==> src/rtl/msi_pkg.sv <==
// Encodings shared by the CPU-side and snoop-side MSI coherence controllers.
// Also holds the CPU-side request decode so both views of the protocol stay in one place.
package msi_pkg;

  typedef enum logic [1:0] {
    MsgReadMiss   = 2'b00,
    MsgInvalidate = 2'b01,
    MsgWriteMiss  = 2'b10
  } bus_msg_e;

  typedef enum logic [1:0] {
    CohInvalid   = 2'b00,
    CohExclusive = 2'b01,
    CohShared    = 2'b10
  } coh_state_e;

  typedef enum logic [1:0] {
    PhIdle,
    PhWb,
    PhReq,
    PhDone
  } phase_e;

  typedef struct packed {
    logic       wb;
    logic       bus;
    bus_msg_e   msg;
    coh_state_e next_state;
  } action_t;

  localparam action_t ActionNone = '{
    wb:         1'b0,
    bus:        1'b0,
    msg:        MsgReadMiss,
    next_state: CohInvalid
  };

  // Defaults describe a plain miss; only shared and exclusive refine it.
  function automatic action_t decode_action(coh_state_e st, logic hit, logic write);
    action_t a;
    a.wb         = 1'b0;
    a.bus        = 1'b1;
    a.msg        = write ? MsgWriteMiss : MsgReadMiss;
    a.next_state = write ? CohExclusive : CohShared;
    case (st)
      CohShared: begin
        if (hit) begin
          if (write) a.msg = MsgInvalidate;
          else       a.bus = 1'b0;
        end
      end
      CohExclusive: begin
        if (hit) begin
          a.bus        = 1'b0;
          a.next_state = CohExclusive;
        end else begin
          a.wb = 1'b1;
        end
      end
      default: ;
    endcase
    return a;
  endfunction

endpackage

==> src/rtl/msi_cpu_fsm.sv <==
// CPU-side MSI controller for one cache block: hit/miss decode, optional write-back of an
// exclusive victim, then the bus message; state and tag commit only on entry to DONE.
module msi_cpu_fsm
  import msi_pkg::*;
#(
  parameter int unsigned TAG_W = 8
) (
  input  logic             clock,
  input  logic             reset,
  input  logic             cpu_valid,
  input  logic             cpu_write,
  input  logic [TAG_W-1:0] cpu_tag,
  output logic             cpu_ready,
  output logic             cpu_done,
  output logic             cpu_hit,
  output logic             bus_req,
  output logic [1:0]       bus_msg,
  output logic [TAG_W-1:0] bus_tag,
  output logic             wb_req,
  output logic [TAG_W-1:0] wb_tag,
  input  logic             bus_grant,
  output logic [1:0]       state
);

  phase_e             phase_q, phase_d;
  action_t            act_q, act_d, act_dec;
  logic [TAG_W-1:0]   req_tag_q, req_tag_d;
  coh_state_e         state_q;
  logic [TAG_W-1:0]   tag_q;
  logic               hit;
  logic               commit;

  logic               cpu_done_q, cpu_done_d;
  logic               cpu_hit_q, cpu_hit_d;
  logic               bus_req_q, bus_req_d;
  bus_msg_e           bus_msg_q, bus_msg_d;
  logic [TAG_W-1:0]   bus_tag_q, bus_tag_d;
  logic               wb_req_q, wb_req_d;
  logic [TAG_W-1:0]   wb_tag_q, wb_tag_d;

  assign cpu_ready = (phase_q == PhIdle);
  assign hit       = (state_q != CohInvalid) && (cpu_tag == tag_q);
  assign act_dec   = decode_action(state_q, hit, cpu_write);

  always_comb begin
    phase_d   = phase_q;
    act_d     = act_q;
    req_tag_d = req_tag_q;
    unique case (phase_q)
      PhIdle: begin
        if (cpu_valid) begin
          act_d     = act_dec;
          req_tag_d = cpu_tag;
          if (act_dec.wb)       phase_d = PhWb;
          else if (act_dec.bus) phase_d = PhReq;
          else                  phase_d = PhDone;
        end
      end
      PhWb:    if (bus_grant) phase_d = PhReq;
      PhReq:   if (bus_grant) phase_d = PhDone;
      PhDone:  phase_d = PhIdle;
      default: phase_d = PhIdle;
    endcase
  end

  // Registered outputs are decoded from the next phase so they line up with it.
  always_comb begin
    commit     = (phase_d == PhDone) && (phase_q != PhDone);
    cpu_done_d = commit;
    cpu_hit_d  = commit && !act_d.bus;
    wb_req_d   = (phase_d == PhWb);
    wb_tag_d   = wb_req_d ? tag_q : '0;
    bus_req_d  = (phase_d == PhReq);
    bus_msg_d  = bus_req_d ? act_d.msg : MsgReadMiss;
    bus_tag_d  = bus_req_d ? req_tag_d : '0;
  end

  always_ff @(posedge clock) begin
    if (reset) begin
      phase_q    <= PhIdle;
      act_q      <= ActionNone;
      req_tag_q  <= '0;
      cpu_done_q <= 1'b0;
      cpu_hit_q  <= 1'b0;
      bus_req_q  <= 1'b0;
      bus_msg_q  <= MsgReadMiss;
      bus_tag_q  <= '0;
      wb_req_q   <= 1'b0;
      wb_tag_q   <= '0;
    end else begin
      phase_q    <= phase_d;
      act_q      <= act_d;
      req_tag_q  <= req_tag_d;
      cpu_done_q <= cpu_done_d;
      cpu_hit_q  <= cpu_hit_d;
      bus_req_q  <= bus_req_d;
      bus_msg_q  <= bus_msg_d;
      bus_tag_q  <= bus_tag_d;
      wb_req_q   <= wb_req_d;
      wb_tag_q   <= wb_tag_d;
    end
  end

  always_ff @(posedge clock) begin
    if (reset) begin
      state_q <= CohInvalid;
      tag_q   <= '0;
    end else if (commit) begin
      state_q <= act_d.next_state;
      tag_q   <= req_tag_d;
    end
  end

  assign cpu_done = cpu_done_q;
  assign cpu_hit  = cpu_hit_q;
  assign bus_req  = bus_req_q;
  assign bus_msg  = bus_msg_q;
  assign bus_tag  = bus_tag_q;
  assign wb_req   = wb_req_q;
  assign wb_tag   = wb_tag_q;
  assign state    = state_q;

endmodule

==> config.mk <==
export PLATFORM = sky130hd
export DESIGN_NAME = msi_cpu_fsm
export DESIGN_NICKNAME = d
export VERILOG_FILES = /design/src/rtl/msi_pkg.sv /design/src/rtl/msi_cpu_fsm.sv
export SDC_FILE = /design/constraint.sdc
export NUM_CORES = 1
export LEC_CHECK = 0
export ABC_AREA = 1
export CAP_MARGIN = 20
export CORE_ASPECT_RATIO = 1.4
export CORE_MARGIN = 3
export CORE_UTILIZATION = 41
export DETAILED_ROUTE_END_ITERATION = 8
export GPL_TIMING_DRIVEN = 0
export PLACE_DENSITY = 0.63
export SKIP_CTS_REPAIR_TIMING = 1
export SLEW_MARGIN = 20
export SYNTH_ARGS = -nofsm -noshare
export SYNTH_HDL_FRONTEND = slang
export SYNTH_SLANG_ARGS = --single-unit
==> constraint.sdc <==
create_clock -name clock -period 2.8 [get_ports clock]
set_input_delay 0.28 -clock clock [delete_from_list [all_inputs] [get_ports clock]]
set_output_delay 0.28 -clock clock [all_outputs]
set_load 0.01 [all_outputs]
Word-level counts from Yosys, hierarchy flattened --
Cells that the tools add are included.
Storage, ports and cells: bits in registers 47, bits in latches 0, RAM bits 0, memory bits (read-only) 0, output and inout port bits 25, logic and storage cells 55, memories kept 0
Cells by class: add/sub/neg operators 0, multipliers 0, div/mod/pow operators 0, magnitude comparators 0, equal/unequal tests 10, shifts and indexed selects 0, muxes and demuxes 21, bitwise operators 2, reductions and logical operators 8
Operator list (number):
- two-way mux 2 bit | 10
- two-way mux 8 bit | 2
- equality test 2 bit, second input constant | 5
- two-way mux 5 bit | 2
- equality test 8 bit | 1
- one-hot mux 2 bit (4 select lines) | 1
- equality test 2 x 1 -> 1 bit, second input constant | 3
- two-way mux 1 bit | 4
- OR reduction 2 bit | 2
- logical AND 1 bit | 3
- two-way mux 3 bit | 1
- zero test 2 bit | 1
- != test 2 bit, second input constant | 1
- NOT 1 bit | 2
- one-hot mux 1 bit (2 select lines) | 1
- nonzero test 2 bit | 1
- zero test 1 bit | 1

Logic depth before layout (Yosys ltp) --
Gate-level depths: netlist (run 1).
word-level depth 11, gate-level depth with buffers 17

Worst setup path before layout (run 1) --
OpenSTA, ideal clock, no wires.
kind register -> register, start point reg state_q[0] (netlist: state[0]), end point reg bus_tag_q[1] (netlist: bus_tag[1]), setup time 0.126 ns, arrival time 1.840 ns, data required time 2.674 ns, slack 0.834 ns, cell stages (with the launch flop) 17, buffers on the path 2, clock period less this slack 1.966 ns, cells stage by stage dfxtp_1 > inv_1 > ha_1 > a21oi_1 > nand3_1 > nor2_2 > nand2_1 > nand2_2 > nand3_1 > nand2_1 > nand2_1 > nand2_2 > buf_6 > nand2_4 > nand2_1 > buf_4 > nor2_1
Between the ends: cells in the longest elaborated chain, start to end 11, elaborated cells between the ends (all ways) 15, classes of those cells eq/ne: 3; mux: 8; bitwise: 1; reduce/logical: 3
Ends and longest elaborated chain:
- start: declaration | line msi_cpu_fsm.sv:28 | coh_state_e state_q;
- start signal: assignment | line msi_cpu_fsm.sv:106 | state_q <= CohInvalid;
- start signal: assignment | line msi_cpu_fsm.sv:109 | state_q <= act_d.next_state;
- nonzero test 2 bit | line msi_cpu_fsm.sv:42 | assign hit = (state_q != CohInvalid) && (cpu_tag == tag_q);
- logical AND 1 bit | line msi_cpu_fsm.sv:42
- two-way mux 1 bit or two-way mux 3 bit (tied branches) | line msi_pkg.sv:53, msi_pkg.sv:47
- one-hot mux 1 bit (2 select lines) | line msi_pkg.sv:45 | case (st)
- two-way mux 1 bit | line msi_cpu_fsm.sv:55 | else if (act_dec.bus) phase_d = PhReq;
- two-way mux 2 bit * | line msi_cpu_fsm.sv:54 | if (act_dec.wb) phase_d = PhWb;
- two-way mux 2 bit * | line msi_cpu_fsm.sv:51 | if (cpu_valid) begin
- one-hot mux 2 bit (4 select lines) * | line msi_cpu_fsm.sv:49 | unique case (phase_q)
- equality test 2 bit * | line msi_cpu_fsm.sv:73 | bus_req_d = (phase_d == PhReq);
- NOT 1 bit (no source line) *
- OR reduction 2 bit (no source line) *
- end signal: assignment | line msi_cpu_fsm.sv:98 | bus_tag_q <= bus_tag_d;
- end: declaration | line msi_cpu_fsm.sv:37 | logic [TAG_W-1:0] bus_tag_q, bus_tag_d;
Every way passes the cells marked *; elsewhere a longest branch is shown, timed or not. A chain may end at the register's enable or synchronous reset.

Worst setup path in the final report (run 1) --
start point reg state_q[0] (netlist: state[0]), end point reg bus_tag_q[3] (netlist: bus_tag[3])
The elaborated chain is that of the path after synthesis.

==> impl_metrics.tcl, run 1 <==
set metrics [dict create \
    ant_nets 0 \
    fill_cells 459 \
    gp_congestion 0.770 \
    port_buffers 36 \
    drcViolationCount 0 \
    synth_area_um2 1910 \
    crit_buf_inv 3 \
    crit_top_cell "nand2_1" \
    cp_slowest_cell "dfxtp_1" \
    setup_viol 0 \
    grt_pass1_vias 1459 \
    crit_fanout 10 \
    hold-path-endpoint "phase_q[0]$_SDFF_PP0_" \
    die_area_um2 5520 \
    leakagePower_nw 1.13 \
    p_per_area_nw_per_um2 979 \
    finalHoldViolCount 0 \
    rr_worst_depth 16 \
    wl_per_cell_um 11.2 \
    place_area_um2 2340 \
    top_layer "met4" \
    via_per_inst 4.47 \
    dp_hpwl_um 2760 \
    cts_tree "yes" \
    cp.depth 16 \
    timing.fmax_ghz 0.445 \
    ys_types 27 \
    diodes 0 \
    ys_ff_latch 47 \
    finalMaxSlewViolations 0 \
    wl_met2_um 1860 \
    cp-end-kind "flip-flop" \
    clock_latency_ps 290 \
    multiInputGateArea_um2 771 \
    min-delay-start "reset" \
    report.power.total_mw 2.40 \
    synth_cells 235 \
    grt_usage_pct 15.4 \
    worstReg2RegEnd "bus_tag[3]$_SDFF_PP0_" \
    drtIter0Drc 55 \
    dr.pass1.iters 4 \
    pre_cts_ws_ps 383 \
    dp.cells 331 \
    worst_slew_pin_slew_ps 491 \
    ys_seq_area_share_pct 49.3 \
    final_cell_mix "nand2_1 (47), dfxtp_1 (47), clkdlybuf4s50_1 (36)" \
    met1_length_um 1670 \
    worstPathRequired_ps 2980 \
    wl_met3_um 179 \
    stdcell_area_um2 2450 \
    ir_drop_mv 0.610 \
    nets 294 \
    clockBufferDepth 2 \
    overflow 0 \
    cts.sinks 47 \
    rsz0062_at_grt "no" \
    max_stage_delay_ps 350 \
    coreArea_um2 4340 \
    vias 1510 \
    synth_area_per_cell_um2 8.12 \
    crit_chain "inv_1, ha_1, a21oi_1, nand3_1, nor2_2, nand2_1, nand2_2, nand3_1, nand2_1, nand2_1, nand2_2, buf_6, nand2_4, nand2_1, buf_4, nor2_1" \
    final.setup.tns_ps 0 \
    yosys_warnings 0 \
    synthToLayoutAreaGrowth_pct 28.2 \
    clk_pin_slew_worst_paths_ps 80 \
    crit_family "simple AND/OR/NAND/NOR gates" \
    crit_path_start_kind "flip-flop" \
    worstPathArrival_ps 2420 \
    ioPinCount 38 \
    hold_ws_ps 265 \
    seqCellArea_um2 941 \
    crit_type "flip-flop to flip-flop" \
    grt_max_degree 14 \
    timing.final.ws_setup_ps 555 \
    grt_pass1_wl_um 6490 \
    numCtsBuffers 5 \
    hold_class "primary input to flip-flop" \
    num_rows 28 \
    cts_max_level 2 \
    antenna_found_initial 0 \
    start_util_pct 44.0 \
    fin_crit_ps 2250 \
    status "finished, final reports clean" \
    synthesis.nets 251 \
    slew_headroom_pct 67.3 \
    root_buffer "clkbuf_8" \
    drive_above_1_share_pct 16.9 \
    drt_wl_total_um 3780 \
    rrSetupSlack_ps 550 \
    clock_skew_ps 5.11 \
    reg2reg_from "state[0]$_SDFFE_PP0P_" \
    layoutNonFillerInstCount 338 \
    holdPathStages 2 \
    utilization_pct 56.3 \
    die_h_um 86.7 \
    maxCapViolations 0 \
    fp.dieW_um 63.7 \
    period_share_pct 80.2 \
]
## sequential cells by signal (all words and copies together) (netlist names)
name       cells
tag_q          8
state          2
wb_tag         8
bus_tag        8
cpu_hit        1
wb_req         1
req_tag_q      8
cpu_done       1
act_q          5
bus_msg        2
bus_req        1
phase_q        2
## cell type report
cell class / instances / area share, %
inverters: 36 / 5.52
plain buffers: 8 / 2.56
well taps: 60 / 3.07
multi-input cells: 144 / 31.5
flip-flops and latches: 47 / 38.4
repair buffers: 36 / 14.7
clock buffers: 6 / 2.97
clock inverters: 1 / 1.23
## cell usage after synthesis (all sizes together)
cell type	count	share of area, %
buf	7	3.1
o21ai	7	1.8
xor2	2	0.92
a32o	1	0.52
a21oi	1	0.26
a22oi	2	0.79
ha	3	2.0
dfxtp	47	49
nand4	9	2.9
nor3b	1	0.39
mux2i	5	2.6
clkinv	1	0.20
a21boi	1	0.59
nand3	5	1.6
nor2	53	14
clkbuf	1	0.20
nand2	54	12
inv	35	6.9
## how the worst max path moves through the flow
stage	startpoint	end	slack (ps)
floorplan	state[0]$_SDFFE_PP0P_	bus_tag[1]$_SDFF_PP0_	830
global placement	cpu_tag[1]	bus_tag[1]$_SDFF_PP0_	380
detailed placement	cpu_tag[3]	bus_tag[3]$_SDFF_PP0_	380
CTS	state[0]$_SDFFE_PP0P_	bus_tag[3]$_SDFF_PP0_	540
global route	state[0]$_SDFFE_PP0P_	bus_tag[5]$_SDFF_PP0_	350
finish	state[0]$_SDFFE_PP0P_	bus_tag[3]$_SDFF_PP0_	550
## report_power, final
| part | internal, mW | leakage (nW) | switching, mW |
|---|---|---|---|
| logic | 0.435 | 0.692 | 0.626 |
| clock network | 0.262 | 0.0513 | 0.209 |
| registers | 0.816 | 0.384 | 0.0491 |
| total | 1.51 | 1.13 | 0.884 |
## worst reg2reg max path, cell delays in order, from the launching register on
cell	delay, ps
dfxtp_1	350
inv_1	90
ha_1	230
a21oi_1	120
nand3_1	100
nor2_2	160
nand2_1	100
nand2_2	90
nand3_1	100
nand2_1	70
nand2_1	50
nand2_2	70
buf_6	150
nand2_4	90
nand2_1	90
buf_4	180
nor2_1	70
## kinds of logic after synthesis
family	after synthesis	share of synthesized area, %
adders and majority gates	3	1.97
xor gates and xnor gates	2	0.918
and+or+nand+nor	122	30.9
DFF	47	49.3
AOI/OAI and AO/OA	12	4.00
muxes	5	2.62
buffers and inverters	44	10.4
## layer usage
metal	vias to the layer above	global-route usage (%)
met5	-	0
li1	801	-
met1	669	18.3
met4	0	6.48
met3	7	3.89
met2	33	26.2
Power figures use the tool's default switching activity.
==> inputs of run 2 (changes only) <==
==> constraint.sdc (replaced) <==
create_clock -name clock -period 2.2 [get_ports clock]
set_input_delay 0.22 -clock clock [delete_from_list [all_inputs] [get_ports clock]]
set_output_delay 0.22 -clock clock [all_outputs]
set_load 0.01 [all_outputs]
==> impl_metrics.tcl, run 2 (synthesized netlist as in run 1, its figures left out) <==
set metrics [dict create \
    status "finished, final reports clean" \
    power.share.switching_pct 37.0 \
    gp_congestion 0.770 \
    final_common_cell "nand2_1" \
    drt_wl_total_um 3990 \
    rsz0062_at_grt "no" \
    timing.fmax_ghz 0.499 \
    crit_type "flip-flop to flip-flop" \
    fin_crit_ps 2000 \
    diodes 0 \
    crit_buf_inv 3 \
    nets 299 \
    cts.sinks 47 \
    die_area_um2 5520 \
    grt_max_degree 14 \
    hold_class "primary input to flip-flop" \
    setup_viol 0 \
    report.power.total_mw 3.29 \
    grt_usage_pct 15.4 \
    crit_family "simple AND/OR/NAND/NOR gates" \
    dp.cells 331 \
    seqPwrFrac_pct 33.7 \
    crit_fanout 5 \
    numCtsBuffers 5 \
    worst_slew_pin_slew_ps 502 \
    grt_pass1_vias 1459 \
    synthToLayoutAreaGrowth_pct 33.9 \
    via_per_inst 4.49 \
    root_buffer "clkbuf_8" \
    crit_top_cell "nand2_1" \
    ir_drop_mv 0.777 \
    wl_per_cell_um 11.6 \
    p_comb_share_pct 48.3 \
    p_per_area_nw_per_um2 1290 \
    clockBufferDepth 2 \
    crit_chain "inv_2, ha_4, a21oi_2, nand3_1, nor2_2, nand2_1, nand2_2, nand3_1, nand2_1, nand2_1, nand2_2, buf_6, nand2_4, nand2_4, buf_4, nor2_1" \
    finalMaxSlewViolations 0 \
    port_buffers 36 \
    clock_latency_ps 290 \
    clk_pin_slew_worst_paths_ps 80 \
    ioPinCount 38 \
    num_rows 28 \
    ant_nets 0 \
    drtIter0Drc 67 \
    slew_headroom_pct 66.5 \
    overflow 0 \
    drcViolationCount 0 \
    grt_pass1_wl_um 6490 \
    power.switching_mw 1.22 \
    fp.dieW_um 63.7 \
    cp-end-kind "flip-flop" \
    p_int_mw 2.07 \
    start_util_pct 44.0 \
    cts_tree "yes" \
    drive_above_1_share_pct 21.6 \
    power_frac_clock_pct 18.1 \
    dp_hpwl_um 2760 \
    dr.pass1.iters 4 \
    layoutNonFillerInstCount 343 \
    vias 1541 \
    worstPathArrival_ps 2190 \
    crit_path_start_kind "flip-flop" \
    leakagePower_nw 1.16 \
    maxCapViolations 0 \
    cts_max_level 2 \
    antenna_found_initial 0 \
    die_h_um 86.7 \
    worstPathRequired_ps 2380 \
    final_cell_mix "nand2_1 (46), dfxtp_1 (45), clkdlybuf4s50_1 (36)" \
    coreArea_um2 4340 \
    finalHoldViolCount 0 \
    cp_slowest_cell "dfxtp_2" \
    max_stage_delay_ps 350 \
    clock_skew_ps 3.83 \
    period_share_pct 91.1 \
]
run 2: changes by cell type in the layout (fill, tap and decap cells not counted), sizes merged:
cell	change
buf	+4
clkbuf	+1
run 2: metrics by stage:
step / TNS, ps / utilization [%] / hold WS [ps] / setup slack (ps) / instance area, um^2
floorplan: 0 / - / 403 / 234 / 1910
global placement: -2660 / 54.0 / 445 / -162 / 2340
detailed placement: -2650 / 54.0 / 449 / -157 / 2340
CTS: -517 / 56.3 / 202 / -61.5 / 2450
global route: 0 / 58.9 / 208 / 1.06 / 2560
finish: 0 / 58.9 / 207 / 196 / 2560
run 2: area by class of cell:
cell class | count | area (um^2)
buffer | 8 | 70.1
multi-input combinational | 144 | 816
timing repair buffer | 41 | 415
inverter | 36 | 135
clock buffer | 6 | 72.6
sequential | 47 | 943
clock inverter | 1 | 30.0
fill | 445 | 1790
tap | 60 | 75.1
run 2: metal layers:
layer / share of wire (%) / wire (um) / track usage (%)
met5: 0 / 0 / 0
met4: 1.7 / 66 / 6.48
met3: 3.8 / 151 / 3.89
met2: 51 / 2050 / 26.2
met1: 43 / 1730 / 18.3
run 2: final timing paths:
path	start	endpoint	slack, ps	cells after the start
min	reset	act_q[0]$_SDFF_PP0_	210	2
max	state[1]$_SDFFE_PP0P_	bus_tag[2]$_SDFF_PP0_	200	16
max reg2reg	state[1]$_SDFFE_PP0P_	bus_tag[2]$_SDFF_PP0_	200	16
min reg2reg	tag_q[6]$_SDFFE_PP0P_	wb_tag[6]$_SDFF_PP0_	460	2
run 2: power by group through the flow:
stage / clock (mW) / sequential, mW / combinational (mW)
2_1_floorplan: 0 / 1.16 / 0.909
4_1_cts: 0.621 / 1.10 / 1.37
5_1_grt: 0.651 / 1.13 / 1.76
6_report: 0.594 / 1.11 / 1.59
3_3_place_gp: 0 / 1.12 / 1.36
3_5_place_dp: 0 / 1.12 / 1.36
==> inputs of run 3 (changes only) <==
--- a/config.mk
+++ b/config.mk
@@ -12,9 +12,10 @@
 export CORE_UTILIZATION = 41
 export DETAILED_ROUTE_END_ITERATION = 8
 export GPL_TIMING_DRIVEN = 0
+export HOLD_SLACK_MARGIN = 0.03
 export PLACE_DENSITY = 0.63
 export SKIP_CTS_REPAIR_TIMING = 1
-export SLEW_MARGIN = 20
+export SLEW_MARGIN = 40
 export SYNTH_ARGS = -nofsm -noshare
 export SYNTH_HDL_FRONTEND = slang
 export SYNTH_SLANG_ARGS = --single-unit
==> results of run 3 <==
The final DEF is identical to that of run 2; final timing and power are the same.
